==> src/rtl/mips_pkg.sv <==
// Shared MIPS definitions: fetch FSM states and instruction field positions.
package mips_pkg;

   typedef enum logic [0:0] {
      FETCH = 1'b0,
      EXEC  = 1'b1
   } fetch_state_t;

   localparam int OP_HI    = 31;
   localparam int OP_LO    = 26;
   localparam int FUNCT_HI = 5;
   localparam int FUNCT_LO = 0;
   localparam int IMM_HI   = 15;
   localparam int IMM_LO   = 0;
   localparam int JT_HI    = 25;
   localparam int JT_LO    = 0;

   function automatic logic [5:0] instr_op(input logic [31:0] i);
      return i[OP_HI:OP_LO];
   endfunction

   function automatic logic [5:0] instr_funct(input logic [31:0] i);
      return i[FUNCT_HI:FUNCT_LO];
   endfunction

endpackage

==> src/rtl/pc_next.sv <==
// Next-PC selection for a retiring instruction; jump beats branch beats sequential.
module pc_next
   import mips_pkg::*;
(
   input  logic [31:0] pcplus4,
   input  logic [31:0] instr,
   input  logic        pcsrc,
   input  logic        jump,
   output logic [31:0] pcnext
);

   logic [31:0] jtarget;
   logic [31:0] btarget;
   logic        unused_op;

   // The opcode field carries no address information.
   assign unused_op = ^instr[OP_HI:OP_LO];

   assign jtarget = {pcplus4[31:28], instr[JT_HI:JT_LO], 2'b00};
   assign btarget = pcplus4 + {{14{instr[IMM_HI]}}, instr[IMM_HI:IMM_LO], 2'b00};

   always_comb begin
      pcnext = pcplus4;
      if (jump)
         pcnext = jtarget;
      else if (pcsrc)
         pcnext = btarget;
   end

endmodule

==> src/rtl/ifetch.sv <==
// Instruction-fetch stage: PC, request/ack fetch FSM, instruction register
// and retired-instruction counter.
module ifetch
   import mips_pkg::*;
#(
   parameter logic [31:0] RESET_PC = 32'h0000_0000
)(
   input  logic        clk,
   input  logic        reset,
   output logic        imem_req,
   output logic [31:0] imem_addr,
   input  logic        imem_ack,
   input  logic [31:0] imem_rdata,
   output logic [31:0] instr,
   output logic        instr_valid,
   output logic [31:0] pc,
   output logic [31:0] pcplus4,
   input  logic        retire,
   input  logic        pcsrc,
   input  logic        jump,
   output logic [31:0] instret
);

   fetch_state_t state, state_n;
   logic         rst_q;
   logic         fetch_go;
   logic         retire_go;
   logic [31:0]  npc;

   // rst_q masks the request for the cycle after a reset edge without a
   // combinational path from reset; a stale ack in that cycle is dropped.
   always_ff @(posedge clk) begin
      rst_q <= reset;
      if (reset)
         state <= FETCH;
      else
         state <= state_n;
   end

   assign fetch_go  = (state == FETCH) && !rst_q && imem_ack;
   assign retire_go = (state == EXEC) && retire;

   always_comb begin
      state_n = state;
      case (state)
         FETCH:   if (fetch_go)  state_n = EXEC;
         EXEC:    if (retire_go) state_n = FETCH;
         default: state_n = FETCH;
      endcase
   end

   always_comb begin
      imem_req    = 1'b0;
      instr_valid = 1'b0;
      case (state)
         FETCH:   imem_req    = !rst_q;
         EXEC:    instr_valid = 1'b1;
         default: ;
      endcase
   end

   assign pcplus4   = pc + 32'd4;
   assign imem_addr = pc;

   pc_next u_pc_next (
      .pcplus4 (pcplus4),
      .instr   (instr),
      .pcsrc   (pcsrc),
      .jump    (jump),
      .pcnext  (npc)
   );

   always_ff @(posedge clk) begin
      if (reset) begin
         pc      <= RESET_PC;
         instr   <= 32'd0;
         instret <= 32'd0;
      end else begin
         if (fetch_go)
            instr <= imem_rdata;
         if (retire_go) begin
            pc      <= npc;
            instret <= instret + 32'd1;
         end
      end
   end

endmodule

==> config.mk <==
export PLATFORM = sky130hd
export DESIGN_NAME = ifetch
export DESIGN_NICKNAME = d
export VERILOG_FILES = /design/src/rtl/mips_pkg.sv /design/src/rtl/pc_next.sv /design/src/rtl/ifetch.sv
export SDC_FILE = /design/constraint.sdc
export NUM_CORES = 1
export LEC_CHECK = 0
export ABC_CLOCK_PERIOD_IN_PS = 3650
export BUFFER_PORTS_ARGS = -buffer_cell sky130_fd_sc_hd__buf_2
export CORE_MARGIN = 2
export CORE_UTILIZATION = 53
export CTS_CLUSTER_SIZE = 24
export DETAILED_ROUTE_END_ITERATION = 12
export PLACE_DENSITY = 0.82
export SYNTH_ARGS = -nofsm -noshare
export SYNTH_HDL_FRONTEND = slang
export SYNTH_SLANG_ARGS = --single-unit
==> constraint.sdc <==
create_clock -name clk -period 3.65 [get_ports clk]
set_clock_uncertainty 0.05 [all_clocks]
set_input_delay 0.5475 -clock clk [delete_from_list [all_inputs] [get_ports clk]]
set_output_delay 0.5475 -clock clk [all_outputs]
set_load 0.03 [all_outputs]
==> results.toml, run 1 <==
[timing]
fin_crit_ns = 3.61
drv_slew = 0
finalHoldViolCount = 0
clock.fmax_mhz = 277
hold_slack_ns = 0.375
post-route-period-util_pct = 99.0
slew_headroom_pct = 46.1
rsz0062_at_grt = "yes"
setup_violations = 0
fin_setup_tns_ns = 0
tightest_slew_ns = 0.806

[global_routing]
antenna_found_initial = 1
grt_util_all_layers_pct = 30.1
grt_pass1_wl_mm = 32.0
grt-ovfl-total = 0
grt_max_degree = 57
grt_pass1_vias = 6322

[logic_synthesis]
synth-main-ff-cell = "dfxtp_1"
synth_top_area_share_pct = 29.3
postSynthAreaPerCell_um2 = 7.61
yosysWarnings = 0
synthTopCellsByCount = "nand2_1 (143), dfxtp_1 (96), a21oi_1 (92), nor2_1 (82), xor2_1 (39)"
yosysSeqAreaShare_pct = 29.3
synthArstFlopShare_pct = 0
yosysTopAreaCell = "dfxtp_1"
synth_seq_cells = 96
ys_types = 64
netlist_instances = 863
synthesis.area_um2 = 6570
synth_most_common_cell = "nand2_1"
synth_edf_count = 0
synthTopCellsByArea = "dfxtp_1 (29%), nand2_1 (8.2%), ha_1 (7.1%)"

[finish]
post_route_cells_drive_above_1_share_pct = 31.7
area_growth_pct = 26.9
nets = 1126
fin_util_pct = 69.1

[pwr]
total_power_mw = 2.46
ir_drop_uv = 198
power.density_nw_per_um2 = 296
power.leakage_nw = 4.02

[run_status]
status = "complete, no violations"

[detailed_routing]
firstDrtPassIters = 5
vias = 6995
drtIter0Drc = 578
wl_per_cell_um = 17.0
routed_wl_mm = 20.8
via_per_inst = 5.72
drc_errors = 0
ant_nets = 0

[clocking]
cts_buffers = 9
clockBufferDepth = 2
htreeDepth = 3
root_buffer = "clkbuf_16"
clock-sinks = 96
clk_pin_slew_worst_paths_ns = 0.07
clkLatencyLatePin_ns = 0.35
cts_tree = "built"

[placement]
dp_hpwl_mm = 14.7
gp_congestion = 1.00
numPortBuffers = 193

[floorplanning]
row_count = 40
pin_count = 200
initial_core_util_pct = 54.4
die_h_um = 115
core_um2 = 12100
die_width_um = 115
die-area_um2 = 13300

[worst_setup_path]
arrival_ns = 3.84
r2r_slack_ns = 0.04
rr_startpoint = "imem_addr[2]"
startpoint = "imem_addr[2]"
critPathMaxFanout = 8
crit_required_ns = 3.88
path_class = "reg -> reg"
startpoint_type = "flip-flop"
worstSetupEndpointType = "flip-flop"

[min_path]
hold_class = "in -> reg"
min_from = "imem_rdata[6]"

[job]
cap_violations = 0
[cells in the final DEF, fill, tap and decap left out, drive strengths merged, types with 3 or more instances in the layout]
| cell | netlist | final |
|---|---|---|
| buf | 44 | 245 |
| nand2 | 143 | 143 |
| dfxtp | 96 | 96 |
| a21oi | 94 | 94 |
| nor2 | 83 | 83 |
| o21ai | 40 | 40 |
| xor2 | 39 | 39 |
| ha | 37 | 37 |
| xnor2 | 35 | 35 |
| nand3 | 28 | 28 |
| and3 | 20 | 20 |
| a21o | 17 | 17 |
| a211oi | 15 | 15 |
| nand4 | 13 | 13 |
| nor3 | 13 | 13 |
| mux2i | 12 | 12 |
| inv | 11 | 12 |
| clkbuf | 30 | 11 |
| or3 | 8 | 8 |
| and4 | 7 | 7 |
| conb | 1 | 6 |
| and2 | 6 | 6 |
| o22ai | 5 | 5 |
| a31oi | 5 | 5 |
| o21bai | 5 | 5 |
| a211o | 4 | 4 |
| nand3b | 4 | 4 |
| nand2b | 4 | 4 |
| o221ai | 3 | 3 |
| o211ai | 3 | 3 |
| a32oi | 3 | 3 |
| nor2b | 3 | 3 |
| o31ai | 3 | 3 |
| a31o | 3 | 3 |
| clkinv | 1 | 3 |
[cell type report]
class                   count  area (um^2)
diodes                      1         2.50
well taps                 168          210
inverters                  12         45.0
clock buffers              11          243
multi-input cells         686         4490
fillers                  1002         3730
repair buffers            245         1360
flip-flops and latches     96         1950
clock inverters             4         30.0
[per-stage QoR]
stage | area, um^2 | setup WS, ns | cells
4_1_cts | 8030 | 0.00228 | 1208
3_3_place_gp | 7730 | 0.00158 | 1190
3_5_place_dp | 7730 | -0.187 | 1190
5_1_grt | 8330 | -0.0726 | 1222
6_report | 8330 | 0.0352 | 1223
2_1_floorplan | 6710 | 0.00445 | 868
[state kept, by name, indices dropped and copies added (netlist names)]
signal	count
rst_q	1
instr	32
state	1
instret	32
imem_addr	30
[where the power goes]
| group | internal [mW] | total [mW] | switching, mW |
|---|---|---|---|
| sequential | 1.07 | 1.11 | 0.0413 |
| clock | 0.480 | 0.897 | 0.417 |
| combinational | 0.147 | 0.452 | 0.304 |
[kinds of logic after synthesis]
family | synth area share, %
adder cells (fa/ha/maj) | 7.36
AO/OA/AOI/OAI | 20.7
XOR/XNOR | 9.87
flip-flops | 29.3
multiplexers | 1.83
AND/OR/NAND/NOR | 23.8
buffers and inverters | 7.09
other | 0.0571
[path summary, 6_finish.rpt]
path,endpoint,cells past startpoint
setup / recovery,imem_addr[31],16
setup reg to reg,imem_addr[31],16
hold reg to reg,instr[29],2
hold / removal,instr[6],3
[per-layer routing]
layer / vias up / wire length (um) / GRT usage [%]
li1: 3365 / - / -
met1: 3233 / 8520 / 40.4
met2: 355 / 9500 / 46.5
met3: 42 / 2270 / 7.38
met4: 0 / 525 / 12.2
met5: - / 0 / 0
[what timing repair did]
action | in CTS | in global routing
pin swaps | 2 | 21
buffers inserted | 3 | 14
hold buffers | 0 | 0
resized for setup | 3 | 47
setup endpoints to repair | 12 | 15
[critical path, stage by stage (launching register included)]
cell and delay, ns:
dfxtp_4 0.40, ha_4 0.16, nand4_1 0.22, nor2_4 0.23, buf_4 0.14, nand4_1 0.14
xnor2_2 0.20, ha_1 0.32, and4_4 0.24, and3_4 0.19, nand3_1 0.10, o21bai_2 0.24
a31oi_4 0.22, mux2i_1 0.24, o2111ai_2 0.15, o21bai_1 0.20, o2111ai_1 0.10
(Power assumes the default switching activity.)
==> inputs of run 2 (changes only) <==
--- a/config.mk
+++ b/config.mk
@@ -5,13 +5,13 @@
 export SDC_FILE = /design/constraint.sdc
 export NUM_CORES = 1
 export LEC_CHECK = 0
-export ABC_CLOCK_PERIOD_IN_PS = 3650
+export ABC_CLOCK_PERIOD_IN_PS = 3400
 export BUFFER_PORTS_ARGS = -buffer_cell sky130_fd_sc_hd__buf_2
+export CORE_ASPECT_RATIO = 0.9
 export CORE_MARGIN = 2
-export CORE_UTILIZATION = 53
+export CORE_UTILIZATION = 25
 export CTS_CLUSTER_SIZE = 24
 export DETAILED_ROUTE_END_ITERATION = 12
-export PLACE_DENSITY = 0.82
 export SYNTH_ARGS = -nofsm -noshare
 export SYNTH_HDL_FRONTEND = slang
 export SYNTH_SLANG_ARGS = --single-unit
==> constraint.sdc (replaced) <==
create_clock -name clk -period 3.4 [get_ports clk]
set_clock_uncertainty 0.05 [all_clocks]
set_input_delay 0.51 -clock clk [delete_from_list [all_inputs] [get_ports clk]]
set_output_delay 0.51 -clock clk [all_outputs]
set_load 0.03 [all_outputs]
==> results.toml, run 2 (synthesis results as in run 1) <==
[run_status]
status = "complete, no violations"

[pwr]
power.leakage_nw = 4.48
ir_drop_uv = 224
clkPwrFrac_pct = 41.2
power_frac_seq_pct = 40.4
internal-power_mw = 2.07
p_comb_share_pct = 18.4
switching_power_uw = 881
switching_share_pct = 29.9
power.density_nw_per_um2 = 305

[placement]
pre_cts_ws_ns = -0.136
numPortBuffers = 193
dpl_cell_area_um2 = 8830
dp_hpwl_mm = 18.6
placed_cells = 1444
gp_congestion = 0.907

[clocking]
root_buffer = "clkbuf_16"
cts_buffers = 9
clk_pin_slew_worst_paths_ns = 0.08
clockBufferDepth = 2
clock-sinks = 96
clkLatencyLatePin_ns = 0.36
cts_hold_buf = 0
cts_tree = "built"
htreeDepth = 3

[floorplanning]
pin_count = 200
initial_core_util_pct = 25.3
die_width_um = 175
row_count = 56
die_h_um = 158
die-area_um2 = 27600
core_um2 = 25900

[finish]
final-instance-count-excl-fill = 1475
fin_area_um2 = 9660
nets = 1195
final_common_cell = "buf_2"
fillers = 2751
mostFrequentLayoutCells = "buf_2 (191), nand2_1 (138), buf_4 (119), a21oi_1 (83), dfxtp_1 (78)"
post_route_cells_drive_above_1_share_pct = 40.0
area_growth_pct = 47.2

[global_routing]
antenna_found_initial = 8
grt-ovfl-total = 0
grt_max_degree = 73
grt_util_all_layers_pct = 17.3
grt_pass1_vias = 6726
grt_pass1_wl_mm = 37.4

[timing]
clock.fmax_mhz = 299
setup_violations = 0
postLayoutSetupSlackWorst_ns = 0.0576
slew_headroom_pct = 46.0
fin_crit_ns = 3.34
finalHoldViolCount = 0
rsz0062_at_grt = "yes"
post-route-period-util_pct = 98.3
drv_slew = 0
hold_slack_ns = 0.329
tightest_slew_ns = 0.809

[detailed_routing]
routed_wl_mm = 24.7
drtIter0Drc = 542
vias = 7130
via_per_inst = 4.83
ant_nets = 0
drc_errors = 0
firstDrtPassIters = 5
wl_per_cell_um = 16.7

[worst_setup_path]
crit_chain = "ha_4, nand4_1, nor2_4, nand4_1, xnor2_4, ha_4, and4_4, and3_4, nand3_2, o21bai_4, a31oi_4, mux2i_1, o2111ai_2, o21bai_1, o2111ai_1"
startpoint_type = "flip-flop"
worstSetupEndpointType = "flip-flop"
path_class = "reg -> reg"
arrival_ns = 3.57
r2r-end = "imem_addr[31]"
crit_required_ns = 3.63
rr_startpoint = "imem_addr[2]"
startpoint = "imem_addr[2]"
critPathCapture = "imem_addr[31]"
r2r_slack_ns = 0.06
critPathMaxFanout = 5
critPathSlowestCell = "dfxtp_4"
worst-r2r-cell-count = 15
max_stage_delay_ns = 0.37

[min_path]
hold_class = "in -> reg"

[job]
cap_violations = 0
-- run 2: cell count changes in the layout (fill, tap and decap cells not counted), sizes merged --
cell | previous run | this run
buf | 245 | 314
bufinv | 0 | 3
diode | 1 | 3
clkbuf | 11 | 10
clkinv | 3 | 2
-- run 2: area by class of cell --
| type | count | area, um^2 | share of cell area (%) |
|---|---|---|---|
| Antenna cell | 3 | 7.51 | 0.0777 |
| Clock buffer | 10 | 229 | 2.37 |
| Clock inverter | 6 | 115 | 1.19 |
| Inverter | 12 | 45.0 | 0.466 |
| Multi-Input combinational cell | 686 | 4950 | 51.2 |
| Sequential cell | 96 | 1970 | 20.4 |
| Tap cell | 348 | 435 | 4.51 |
| Timing Repair Buffer | 314 | 1910 | 19.8 |
-- run 2: power by group through the flow --
stage | clock (mW) | sequential, mW | combinational (mW)
floorplan | 0 | 1.27 | 0.288
global placement | 0 | 1.21 | 0.514
detailed placement | 0 | 1.21 | 0.518
CTS | 1.24 | 1.19 | 0.521
global route | 1.28 | 1.20 | 0.584
finish | 1.21 | 1.19 | 0.542
-- run 2: stage by stage --
| step | utilization [%] | TNS (ns) | total power [mW] |
|---|---|---|---|
| global placement | 34.1 | -0.0829 | 1.73 |
| detailed placement | 34.1 | -0.418 | 1.73 |
| CTS | 35.6 | -0.0420 | 2.95 |
| floorplan | - | 0 | 1.56 |
| global route | 37.2 | -0.389 | 3.06 |
| finish | 37.3 | 0 | 2.95 |
-- run 2: worst min-delay path by stage --
stage          cells after the start           end            from  slack [ns]
2_1_floorplan                      2  imem_addr[3]    imem_addr[3]        0.49
4_1_cts                            3      instr[6]   imem_rdata[6]        0.32
3_3_place_gp                       2     instr[26]       instr[26]        0.39
5_1_grt                            3     instr[26]  imem_rdata[26]        0.34
6_report                           3      instr[6]   imem_rdata[6]        0.33
3_5_place_dp                       2     instr[29]       instr[29]        0.40
-- run 2: what timing repair did --
item | CTS | global route
pin swaps | 4 | 37
cloned | 0 | 0
resized for setup | 10 | 71
setup endpoints to repair | 8 | 15
buffers inserted | 2 | 10
-- run 2: worst max-delay path: cells and delay by family (launching register included) --
| family | cells | cell delay [ns] |
|---|---|---|
| AOI/OAI and AO/OA | 5 | 0.84 |
| and+or+nand+nor | 6 | 1.16 |
| DFF | 1 | 0.37 |
| muxes | 1 | 0.24 |
| xor gates and xnor gates | 1 | 0.20 |
| adders and majority gates | 2 | 0.40 |
-- run 2: routing by layer --
metal	wire length [um]	track usage (%)	up-vias	part of all wire [%]
li1	-	-	3513	-
met1	11400	23.2	3319	46
met2	10800	27.2	243	44
met3	1870	4.39	45	7.6
met4	595	5.91	10	2.4
met5	54	0	-	0.22
==> inputs of run 3 (changes only) <==
--- a/config.mk
+++ b/config.mk
@@ -9,9 +9,10 @@
 export BUFFER_PORTS_ARGS = -buffer_cell sky130_fd_sc_hd__buf_2
 export CORE_ASPECT_RATIO = 0.9
 export CORE_MARGIN = 2
-export CORE_UTILIZATION = 25
+export CORE_UTILIZATION = 53
 export CTS_CLUSTER_SIZE = 24
 export DETAILED_ROUTE_END_ITERATION = 12
+export PLACE_DENSITY = 0.82
 export SYNTH_ARGS = -nofsm -noshare
 export SYNTH_HDL_FRONTEND = slang
 export SYNTH_SLANG_ARGS = --single-unit
==> constraint.sdc (replaced) <==
create_clock -name clk -period 3.4 [get_ports clk]
set_clock_uncertainty 0.05 [all_clocks]
set_input_delay 0.51 -clock clk [delete_from_list [all_inputs] [get_ports clk]]
set_output_delay 0.51 -clock clk [all_outputs]
set_load 0.01 [all_outputs]
==> results.toml, run 3 (synthesis results as in run 1) <==
[floorplanning]
die_width_um = 121
pin_count = 200
core_um2 = 12100
initial_core_util_pct = 54.4
die_h_um = 110
die-area_um2 = 13300
row_count = 38

[clocking]
clockBufferDepth = 2
root_buffer = "clkbuf_16"
clkLatencyLatePin_ns = 0.35
cts_buffers = 9
htreeDepth = 3
clock-sinks = 96
clk_pin_slew_worst_paths_ns = 0.08
cts_tree = "built"
cts_hold_buf = 0

[run_status]
violations = "negative setup slack"
status = "finished with violations"

[finish]
mostFrequentLayoutCells = "buf_2 (193), nand2_1 (139), dfxtp_1 (89), a21oi_1 (87), buf_4 (80)"
post_route_cells_drive_above_1_share_pct = 33.8
fillers = 948
final-instance-count-excl-fill = 1246
fin_area_um2 = 8630
final_common_cell = "buf_2"
fin_util_pct = 71.5
nets = 1156
area_growth_pct = 31.4

[global_routing]
antenna_found_initial = 2
grt-ovfl-total = 0
grt_pass1_vias = 6565
grt_util_all_layers_pct = 31.5
grt_max_degree = 52
grt_pass1_wl_mm = 33.3

[min_path]
hold_class = "in -> reg"

[detailed_routing]
vias = 7338
routed-wl-met2_mm = 9.89
ant_nets = 0
via_per_inst = 5.89
drtIter0Drc = 720
wirelength_met1_mm = 9.06
wl_per_cell_um = 17.9
drc_errors = 0
firstDrtPassIters = 5
highest_layer = "met5"
routed_wl_mm = 22.3
dr_wl_met3_mm = 2.76

[worst_setup_path]
arrival_ns = 3.66
crit_required_ns = 3.60
path_class = "reg -> reg"
r2r_slack_ns = -0.06
worstSetupEndpointType = "flip-flop"
critPathMaxFanout = 5
startpoint_type = "flip-flop"

[timing]
tightest_slew_ns = 0.786
clock.fmax_mhz = 289
finalHoldViolCount = 0
slew_headroom_pct = 47.5
setup_violations = 4
fin_crit_ns = 3.46
fin_setup_tns_ns = -0.123
rsz0062_at_grt = "yes"
post-route-period-util_pct = 102
drv_slew = 0
postLayoutSetupSlackWorst_ns = -0.0606

[placement]
dpl_cell_area_um2 = 7890
pre_cts_ws_ns = -0.0155
gp_congestion = 1.10
placed_cells = 1217
numPortBuffers = 193
dp_hpwl_mm = 15.5

[pwr]
power.leakage_nw = 4.17
power.density_nw_per_um2 = 307
ir_drop_uv = 347

[job]
cap_violations = 0
-- run 3: changes by cell type in the layout (fill, tap and decap cells not counted), sizes merged --
cell	delta
inv	+3
clkinv	-1
bufinv	-3
clkbuf	+1
buf	-39
diode	-2
-- run 3: area by class of cell --
type                            instances  area [um^2]  area share (%)
Timing Repair Buffer                  275         1590            18.4
Clock inverter                          5         45.0           0.522
Tap cell                              160          200            2.32
Clock buffer                           11          253            2.93
Antenna cell                            1         2.50          0.0290
Multi-Input combinational cell        686         4560            52.9
Inverter                               12         45.0           0.522
Sequential cell                        96         1930            22.4
-- run 3: routing by layer --
layer	track usage (%)	vias to the layer above
met5	0	-
met4	10.3	2
met3	10.7	74
met2	49.0	434
met1	41.1	3405
li1	-	3423
-- run 3: timing repair --
| item | 4_1_cts | 5_1_grt |
|---|---|---|
| endpoints found under the setup margin | 2 | 14 |
| gates resized for setup | 3 | 71 |
| buffers inserted | 1 | 11 |
| hold endpoints to repair | 0 | 0 |
| pin swaps | 2 | 33 |
| cloned | 0 | 0 |
-- run 3: where the power goes --
part	internal, mW	switching [mW]	total (mW)
sequential	1.15	0.0386	1.19
clock	0.551	0.491	1.04
combinational	0.167	0.250	0.417
total	1.87	0.779	2.65
-- run 3: through the flow --
stage	power (mW)	hold WS [ns]
after floorplan	1.46	0.431
after global placement	1.60	0.391
after detailed placement	1.61	0.393
after CTS	2.64	0.336
after global routing	2.74	0.347
final	2.65	0.344
-- run 3: final timing paths --
kind         cells past startpoint             to     startpoint
min                              3       instr[1]  imem_rdata[1]
min reg2reg                      2      instr[27]      instr[27]
max                             15  imem_addr[19]   imem_addr[3]
max reg2reg                     15  imem_addr[19]   imem_addr[3]
-- run 3: worst max-delay path: stages (launching register included) --
cell	delay (ns)
dfxtp_2	0.37
ha_4	0.14
nand4_1	0.19
buf_4	0.22
nor2_1	0.11
xor2_1	0.26
ha_1	0.35
a21o_1	0.23
nand3_1	0.10
o21ai_2	0.10
nor3_4	0.28
o21bai_2	0.13
a211oi_2	0.32
xor2_1	0.23
a21oi_1	0.09
a22o_1	0.19
